**src/rtl/udt_pkg.sv**
```systemverilog
`default_nettype none
// ============================================================================
// Module   : udt_pkg
// Brief    : Shared constants, FSM state encoding and width helper for the
//            UDT-to-UDP transmit multiplexer.
// Revision : 1.0 - initial release
// ============================================================================
package udt_pkg;

    localparam logic [47:0] FPGA_MAC_SRC = 48'hba0203040506;
    localparam logic [47:0] FPGA_MAC_DES = 48'hffffffffffff;
    localparam logic [31:0] FPGA_IP_SRC  = 32'hc0a8006f;
    localparam int          PORT         = 10086;

    typedef enum logic [1:0] {
        ST_IDLE   = 2'd0,
        ST_STREAM = 2'd1,
        ST_DROP   = 2'd2
    } state_t;

    // Bits needed to index `value` items, never less than one.
    function automatic int clog2_min1(input int value);
        int bits;
        bits = 0;
        while ((1 << bits) < value) begin
            bits = bits + 1;
        end
        return (bits < 1) ? 1 : bits;
    endfunction

endpackage
`default_nettype wire

```
**src/rtl/udt_rr_arbiter.sv**
```systemverilog
`default_nettype none
// ============================================================================
// Module   : udt_rr_arbiter
// Brief    : Combinational round-robin picker: first requester at or after
//            (last_grant + 1) mod NUM_CH.
// Revision : 1.0 - initial release
// ============================================================================
module udt_rr_arbiter #(
    parameter int NUM_CH = 4,
    parameter int IDX_W  = 2
) (
    input  logic [NUM_CH-1:0] req,
    input  logic [IDX_W-1:0]  last_grant,
    output logic [IDX_W-1:0]  grant,
    output logic              grant_valid
);

    int w_idx;

    // Walk offsets from farthest to nearest so the nearest requester wins.
    always_comb begin
        grant       = '0;
        grant_valid = 1'b0;
        w_idx       = 0;
        for (int k = NUM_CH; k >= 1; k--) begin
            w_idx = (int'(last_grant) + k) % NUM_CH;
            if (req[IDX_W'(w_idx)]) begin
                grant       = IDX_W'(w_idx);
                grant_valid = 1'b1;
            end
        end
    end

endmodule
`default_nettype wire

```
**src/rtl/udt_udp_tx_mux.sv**
```systemverilog
`default_nettype none
// ============================================================================
// Module   : udt_udp_tx_mux
// Brief    : Packet-level round-robin mux of NUM_CH AXI-stream sources onto the
//            UDP transmit port, with per-channel destination and length cap.
// Revision : 1.0 - initial release
// ============================================================================
module udt_udp_tx_mux #(
    parameter int          NUM_CH       = 4,
    parameter int          DATA_WIDTH   = 64,
    parameter int          KEEP_WIDTH   = DATA_WIDTH / 8,
    parameter int          MAX_BEATS    = 182,
    parameter logic [47:0] FPGA_MAC_SRC = udt_pkg::FPGA_MAC_SRC,
    parameter logic [47:0] FPGA_MAC_DES = udt_pkg::FPGA_MAC_DES,
    parameter logic [31:0] FPGA_IP_SRC  = udt_pkg::FPGA_IP_SRC,
    parameter int          PORT         = udt_pkg::PORT
) (
    input  logic                                      udp_clk,
    input  logic                                      udp_aresetn,
    input  logic [NUM_CH-1:0]                         s_axis_tvalid,
    output logic [NUM_CH-1:0]                         s_axis_tready,
    input  logic [NUM_CH*DATA_WIDTH-1:0]              s_axis_tdata,
    input  logic [NUM_CH*KEEP_WIDTH-1:0]              s_axis_tkeep,
    input  logic [NUM_CH-1:0]                         s_axis_tlast,
    input  logic [NUM_CH-1:0]                         ch_enable,
    input  logic [NUM_CH*32-1:0]                      ch_ip_dest,
    input  logic [NUM_CH*16-1:0]                      ch_port_dest,
    input  logic                                      udp_tx_tready,
    output logic                                      udp_tx_tvalid,
    output logic                                      udp_tx_tlast,
    output logic [KEEP_WIDTH-1:0]                     udp_tx_tkeep,
    output logic [DATA_WIDTH-1:0]                     udp_tx_tdata,
    output logic [47:0]                               udp_tx_mac_src,
    output logic [47:0]                               udp_tx_mac_dest,
    output logic [31:0]                               udp_tx_ip_src,
    output logic [31:0]                               udp_tx_ip_dest,
    output logic [15:0]                               udp_tx_port_src,
    output logic [15:0]                               udp_tx_port_dest,
    output logic [udt_pkg::clog2_min1(NUM_CH)-1:0]    grant_ch,
    output logic [NUM_CH-1:0]                         oversize_err,
    output logic [NUM_CH*32-1:0]                      pkt_count
);

    import udt_pkg::*;

    localparam int                  c_IDX_W     = clog2_min1(NUM_CH);
    localparam int                  c_BEAT_W    = clog2_min1(MAX_BEATS + 1);
    localparam logic [c_BEAT_W-1:0] c_LAST_BEAT = c_BEAT_W'(MAX_BEATS - 1);

    state_t                 r_state;
    state_t                 w_state_nxt;
    logic [c_IDX_W-1:0]     r_grant;
    logic [c_IDX_W-1:0]     r_last_grant;
    logic [c_IDX_W-1:0]     w_arb_grant;
    logic                   w_arb_valid;
    logic [c_BEAT_W-1:0]    r_beat_cnt;
    logic [31:0]            r_ip_dest;
    logic [15:0]            r_port_dest;
    logic [NUM_CH-1:0]      r_oversize;
    logic [31:0]            r_pkt_count [NUM_CH];

    logic [DATA_WIDTH-1:0]  w_data [NUM_CH];
    logic [KEEP_WIDTH-1:0]  w_keep [NUM_CH];
    logic [31:0]            w_ip   [NUM_CH];
    logic [15:0]            w_port [NUM_CH];
    logic [NUM_CH-1:0]      w_req;
    logic                   w_src_valid;
    logic                   w_src_last;
    logic                   w_at_limit;
    logic                   w_accept;

    generate
        for (genvar i = 0; i < NUM_CH; i++) begin : g_ch
            assign w_data[i] = s_axis_tdata[i*DATA_WIDTH +: DATA_WIDTH];
            assign w_keep[i] = s_axis_tkeep[i*KEEP_WIDTH +: KEEP_WIDTH];
            assign w_ip[i]   = ch_ip_dest[i*32 +: 32];
            assign w_port[i] = ch_port_dest[i*16 +: 16];
            assign pkt_count[i*32 +: 32] = r_pkt_count[i];
        end
    endgenerate

    assign w_req       = s_axis_tvalid & ch_enable;
    assign w_src_valid = s_axis_tvalid[r_grant];
    assign w_src_last  = s_axis_tlast[r_grant];
    assign w_at_limit  = (r_beat_cnt == c_LAST_BEAT);

    assign udp_tx_tdata     = w_data[r_grant];
    assign udp_tx_tkeep     = w_keep[r_grant];
    assign udp_tx_mac_src   = FPGA_MAC_SRC;
    assign udp_tx_mac_dest  = FPGA_MAC_DES;
    assign udp_tx_ip_src    = FPGA_IP_SRC;
    assign udp_tx_port_src  = PORT[15:0];
    assign udp_tx_ip_dest   = r_ip_dest;
    assign udp_tx_port_dest = r_port_dest;
    assign grant_ch         = r_grant;
    assign oversize_err     = r_oversize;

    udt_rr_arbiter #(
        .NUM_CH (NUM_CH),
        .IDX_W  (c_IDX_W)
    ) u_arb (
        .req         (w_req),
        .last_grant  (r_last_grant),
        .grant       (w_arb_grant),
        .grant_valid (w_arb_valid)
    );

    always_ff @(posedge udp_clk) begin
        if (!udp_aresetn) begin
            r_state <= ST_IDLE;
        end else begin
            r_state <= w_state_nxt;
        end
    end

    always_comb begin
        w_state_nxt   = r_state;
        s_axis_tready = '0;
        udp_tx_tvalid = 1'b0;
        udp_tx_tlast  = 1'b0;
        w_accept      = 1'b0;
        case (r_state)
            ST_IDLE: begin
                if (w_arb_valid) begin
                    w_state_nxt = ST_STREAM;
                end
            end
            ST_STREAM: begin
                s_axis_tready[r_grant] = udp_tx_tready;
                udp_tx_tvalid          = w_src_valid;
                udp_tx_tlast           = w_src_last | w_at_limit;
                w_accept               = w_src_valid & udp_tx_tready;
                if (w_accept) begin
                    if (w_src_last) begin
                        w_state_nxt = ST_IDLE;
                    end else if (w_at_limit) begin
                        w_state_nxt = ST_DROP;
                    end
                end
            end
            ST_DROP: begin
                // Swallow the over-length tail without presenting it downstream.
                s_axis_tready[r_grant] = 1'b1;
                w_accept               = w_src_valid;
                if (w_src_valid & w_src_last) begin
                    w_state_nxt = ST_IDLE;
                end
            end
            default: w_state_nxt = ST_IDLE;
        endcase
    end

    always_ff @(posedge udp_clk) begin
        if (!udp_aresetn) begin
            r_grant      <= '0;
            // Pointer parked on the last channel so channel 0 wins first.
            r_last_grant <= c_IDX_W'(NUM_CH - 1);
            r_beat_cnt   <= '0;
            r_ip_dest    <= '0;
            r_port_dest  <= '0;
            r_oversize   <= '0;
            for (int i = 0; i < NUM_CH; i++) begin
                r_pkt_count[i] <= '0;
            end
        end else begin
            case (r_state)
                ST_IDLE: begin
                    if (w_arb_valid) begin
                        r_grant     <= w_arb_grant;
                        r_ip_dest   <= w_ip[w_arb_grant];
                        r_port_dest <= w_port[w_arb_grant];
                        r_beat_cnt  <= '0;
                    end
                end
                ST_STREAM: begin
                    if (w_accept) begin
                        r_beat_cnt <= r_beat_cnt + c_BEAT_W'(1);
                        if (w_src_last) begin
                            r_pkt_count[r_grant] <= r_pkt_count[r_grant] + 32'd1;
                            r_last_grant         <= r_grant;
                        end else if (w_at_limit) begin
                            r_pkt_count[r_grant] <= r_pkt_count[r_grant] + 32'd1;
                            r_oversize[r_grant]  <= 1'b1;
                        end
                    end
                end
                ST_DROP: begin
                    if (w_accept & w_src_last) begin
                        r_last_grant <= r_grant;
                    end
                end
                default: begin
                end
            endcase
        end
    end

endmodule
`default_nettype wire

```
**config.mk**
```make
export PLATFORM = sky130hd
export DESIGN_NAME = udt_udp_tx_mux
export DESIGN_NICKNAME = d
export VERILOG_FILES = /design/src/rtl/udt_pkg.sv /design/src/rtl/udt_rr_arbiter.sv /design/src/rtl/udt_udp_tx_mux.sv
export SDC_FILE = /design/constraint.sdc
export NUM_CORES = 1
export LEC_CHECK = 0
export ABC_CLOCK_PERIOD_IN_PS = 3950
export CAP_MARGIN = 40
export CORE_AREA = 8 8 343 345
export CTS_CLUSTER_DIAMETER = 40
export DETAILED_ROUTE_END_ITERATION = 6
export DIE_AREA = 0 0 351 353
export SYNTH_ARGS = -nofsm -noshare
export SYNTH_HDL_FRONTEND = slang
export SYNTH_SLANG_ARGS = --single-unit
```
**constraint.sdc**
```tcl
create_clock -name udp_clk -period 3.95 [get_ports udp_clk]
set_input_delay 0.79 -clock udp_clk [delete_from_list [all_inputs] [get_ports udp_clk]]
set_output_delay 0.79 -clock udp_clk [all_outputs]
set_load 0.03 [all_outputs]
```
* Word level (Yosys, flattened, before mapping)
Memory sizes are Yosys's and may differ from the RTL's. A register that Yosys moved wholly into a read port is not among the register bits. Index checks and enable logic that the tools add are counted. Widths: inputs -> output; s select.
Word-level totals: register bits after elaboration 66, memory bits (writable) 128, input bits 495, word-level logic and storage cells 126, memories kept 1
Cells by class: add/sub/neg operators 6, $lt $le $gt $ge 8, eq/ne operators 10, multiplexer cells 73, bitwise logic cells 11, reductions and logical operators 10
Memories:
- r_pkt_count | words 4, width 32, rd ports 5, clocked after Yosys merged registers in 1, wr ports 4, RTL line udt_udp_tx_mux.sv:60 | logic [31:0] r_pkt_count [NUM_CH];
Operators with widths (count):
- $bmux 64 s2 | 1
- $mux 32 | 4
- $mux 64 | 2
- $bmux 32 s2 | 1
- $add 32x1->32 const B | 1
- $bmux 16 s2 | 1
- $mux 16 | 2
- $mux 8 | 4
- $reduce_or 32->1 | 1
- $mux 1 | 30
- $mux 2 | 15
- $bmux 8 s2 | 1
- $lt 2x4->1 const B | 4
- $pmux 8 s2 | 1
- $bmux 1 s2 | 6
- $reduce_and 4->1 | 3
- $ne 2x2->1 const B | 5
- $add 8x1->8 const B | 1
- $and 4x4->4 | 2
- $eq 8x8->1 const B | 1
- $pmux 4 s2 | 1
- $ge 3x3->1 const B | 2
- $not 2->3 | 2
- $pmux 2 s3 | 1
- 20 further kinds | 26

* Logic depth before layout (Yosys ltp)
word-level depth 12, mapped depth 11, mapped depth without buffers 8

* Hierarchy
Synthesis repeated with hierarchy kept, for this count alone.
Second synthesis, totals: cells, all modules 1061, area, all modules 12772.2 µm²
By module, submodules not included:
- udt_udp_tx_mux | times used 1, cells an instance 1047, area each 12680.9 µm², seq. area each 5205.0 µm²
- udt_rr_arbiter | times used 1, cells an instance 14, area each 91.3 µm², seq. area each 0.0 µm²

* Worst setup path after synthesis
OpenSTA, ideal clock, no wires.
kind input to register, start point input port s_axis_tlast[3], end point memory r_pkt_count[0][0] (enable), setup time 478 ps, arrival time 2982 ps, path slack 490 ps, cell stages on the path 8, path buffers 2, cells stage by stage mux4_2 > a21oi_1 > nor3_1 > nand2_1 > or2_2 > clkbuf_1 > buf_1 > nand2_1
RTL lines:
- start: declaration | RTL line udt_udp_tx_mux.sv:24 | input logic [NUM_CH-1:0] s_axis_tlast,
- end: declaration | RTL line udt_udp_tx_mux.sv:60

* Worst setup path in the final report
start point register r_grant[0] (netlist: grant_ch[0]), end point output port udp_tx_tdata[0]
On the way: longest elaborated chain between the ends 4
Ends and longest elaborated chain:
- start: declaration | RTL line udt_udp_tx_mux.sv:52 | logic [c_IDX_W-1:0] r_grant;
- start signal: assignment | RTL line udt_udp_tx_mux.sv:169 | r_grant <= w_arb_grant;
- $not 2->3 (implied by the code) | RTL line udt_udp_tx_mux.sv:87 | assign udp_tx_tdata = w_data[r_grant];
- $bmux 64 s2 | RTL line udt_udp_tx_mux.sv:87
- $mux 64 (implied by the code) (2 in a row) | RTL line udt_udp_tx_mux.sv:87
- end: declaration | RTL line udt_udp_tx_mux.sv:32 | output logic [DATA_WIDTH-1:0] udp_tx_tdata,
Every way passes these cells. The select of a mux whose other input is x is not followed.

==> flow_summary_export.csv <==
group,metric,value,unit
setup_path,cp_data_arrival_time,2.93,ns
clock_tree,cts_hold_buf,0,
pwr,cellPowerDensity,363,mW/mm2
setup_path,worst_setup_path_start_kind,"flip-flop",
drt,wl_met3,10.1,mm
pwr,switchingPower,3.38,mW
clock_tree,post-cts-setup-buffer-count,0,
clock_tree,cts-root-buf,"clkbuf_16",
placement,dp_hpwl,72.4,mm
floorplanning,die-area,0.124,mm2
finish,final_common_cell,"clkdlybuf4s50_1",
clock_tree,cts_max_path_buffers,2,
setup_path,path_cells,"buf_12 -> mux4_2 -> clkdlybuf4s50_1",
yosys,synth_area,0.0130,mm2
finish,final_cell_mix,"clkdlybuf4s50_1 (744), nor2_1 (157), conb_1 (144)",
yosys,yosys_warnings,0,
drt,drc,0,
setup_path,cp-end-kind,"output port",
job,cap_viol_max_count,0,
finish,area_growth,74.1,%
drt,wire_per_inst,24.9,um
clock_tree,cts_buffers,17,
yosys,async_flop_share,0,%
drt,antenna_left,0,
global_route,grt_use_total,12.9,%
sta,setup_violations,0,
floorplanning,initial_core_util,11.6,%
pwr,pwr-share-comb,46.8,%
drt,routed_wl,84.0,mm
sta,worst-slew-pin-transition,0.862,ns
placement,placed_area,0.0220,mm2
hold_path,hp-class,"flip-flop to flip-flop",
pwr,power.internal,4.85,mW
yosys,synth_edf_count,128,
pwr,irDropWorstVdd,0.000305,V
drt,m1WireLength,33.9,mm
global_route,grt_max_degree,50,
yosys,syn_inst,1112,
clock_tree,clock_latency,0.50,ns
finish,final_area,0.0227,mm2
floorplanning,die_h,353,um
pwr,clockPowerShare,22.8,%
global_route,antenna_found_initial,28,
sta,fin_setup_tns,0,ns
global_route,grt_pass1_vias,12707,
setup_path,cp_slowest_stage_delay,0.81,ns
floorplanning,core-area,0.112,mm2
yosys,synthDistinctLibCells,56,
clock_tree,htree_levels,4,
yosys,synth_ff_type,"edfxtp_1",
clock_tree,cts_resized,0,
global_route,overflow,0,
drt,vias,12132,
clock_tree,cts_tree,"built",
status,status,"finished clean",
global_route,grt_pass1_wl,110,mm
pwr,p_seq_share,30.4,%
finish,fin_nets,2355,
placement,place_ws,-0.0583,ns
yosys,ys_ff_latch,196,
setup_path,path_max_fanout,26,
setup_path,slowest_stage,"clkdlybuf4s50_1",
sta,layout_setup_ws,0.234,ns
yosys,ys_seq_area_share,40.0,%
sta,timing.final.hold_violations,0,
drt,routed_via_density,3.59,
pwr,leakagePower,7.71,nW
drt,drtIter0Drc,988,
sta,fmax,269,MHz
clock_tree,clkTransAtPathRegs,0.08,ns
clock_tree,clkSinkCount,196,
sta,finClkSkew,0.0228,ns
sta,fin_crit_sh,94.1,%
sta,slew_violations,0,
yosys,avgSynthCellArea,11.7,um2
setup_path,critPathKind,"flip-flop to output port",
floorplanning,pin_count,899,
sta,rsz0062_at_grt,"no",
setup_path,required,3.16,ns
floorplanning,die_w,351,um
sta,post-route-min-period,3.72,ns
floorplanning,core.rowCount,123,
drt,first_pass_iters,5,
sta,max-slew-margin-rel,42.3,%
drt,maxUsedRoutingLayer,"met5",
pwr,p_total,8.23,mW
pwr,swShare,41.1,%
placement,numPortBuffers,754,
drt,route.met2.wl,38.3,mm
finish,drive_above_1_share,14.8,%
placement,place.gp.congestion,0.897,
[power groups by stage]
stage	Combinational, mW	Clock (mW)	Sequential, mW
3_5_place_dp	3.90	0	2.56
6_report	3.85	1.88	2.50
3_3_place_gp	3.90	0	2.55
4_1_cts	3.92	1.97	2.51
2_1_floorplan	1.87	0	2.74
5_1_grt	4.07	2.02	2.53
[final timing paths]
kind | start | to | cells after the start | slack, ns
hold reg to reg | udp_tx_port_dest[7]$_SDFFE_PN0P_ | udp_tx_port_dest[7]$_SDFFE_PN0P_ | 2 | 0.46
setup / recovery | grant_ch[0]$_SDFFE_PN0P_ | udp_tx_tdata[0] | 3 | 0.23
hold / removal | udp_tx_port_dest[7]$_SDFFE_PN0P_ | udp_tx_port_dest[7]$_SDFFE_PN0P_ | 2 | 0.46
setup reg to reg | grant_ch[0]$_SDFFE_PN0P_ | r_pkt_count[2][28]$_SDFFCE_PN0P_ | 8 | 0.61
[worst max-delay path: cells and delay by family (launching register included)]
| kind | cells | cell delay [ns] |
|---|---|---|
| buf+inv | 2 | 1.11 |
| flops | 1 | 0.70 |
| mux | 1 | 0.54 |
[area by class of cell]
cell class,count,area (um2)
Antenna cell,8,20.0
Clock buffer,18,429
Clock inverter,14,174
Fill cell,12152,89200
Inverter,15,56.3
Multi-Input combinational cell,823,6900
Sequential cell,196,5210
Tap cell,1500,1880
Timing Repair Buffer,801,7990
[Yosys cell counts, drive strengths merged, types with 15 or more instances]
| master | n | share of area (%) |
|---|---|---|
| a211oi | 23 | 1.3 |
| a21boi | 38 | 2.2 |
| buf | 176 | 9.6 |
| clkbuf | 44 | 1.3 |
| dfxtp | 68 | 10 |
| edfxtp | 128 | 30 |
| inv | 15 | 0.43 |
| mux2 | 23 | 2.0 |
| mux4 | 143 | 25 |
| nand2 | 114 | 3.3 |
| nand3 | 34 | 1.3 |
| nor2 | 157 | 4.5 |
| xnor2 | 28 | 1.9 |
[per-layer routing]
layer / global-route usage [%] / up-vias
met3: 5.81 / 71
met2: 20.1 / 696
met4: 2.97 / 14
li1: - / 5359
met1: 16.1 / 5992
met5: 1.33 / -
[logic make-up (layout without fill, tap and decap cells)]
kind of cell               after synthesis  count (layout)  synth area share, %
DFF                                    196             196                 40.0
buffers and inverters                  235             848                 11.3
muxes                                  167             167                 26.9
other                                    2             152               0.0577
AOI/OAI and AO/OA                      106             106                 6.02
and+or+nand+nor                        364             364                 12.7
xor gates and xnor gates                36              36                 2.42
adders and majority gates                6               6                0.577
[sequential cells by signal (all words and copies together), names as in the netlist, named ones only]
register          flops
r_pkt_count         128
udp_tx_ip_dest       32
udp_tx_port_dest     16
r_beat_cnt            8
oversize_err          4
grant_ch              2
r_last_grant          2
r_state               2
[stage by stage]
stage	std cells	hold slack [ns]	utilization [%]
6_report	3375	0.462	20.3
5_1_grt	3371	0.480	20.2
4_1_cts	3367	0.467	20.2
3_5_place_dp	3335	0.453	19.7
3_3_place_gp	3335	0.448	19.7
2_1_floorplan	1254	0.465	-
No activity file was read; power rests on OpenSTA's default activity.
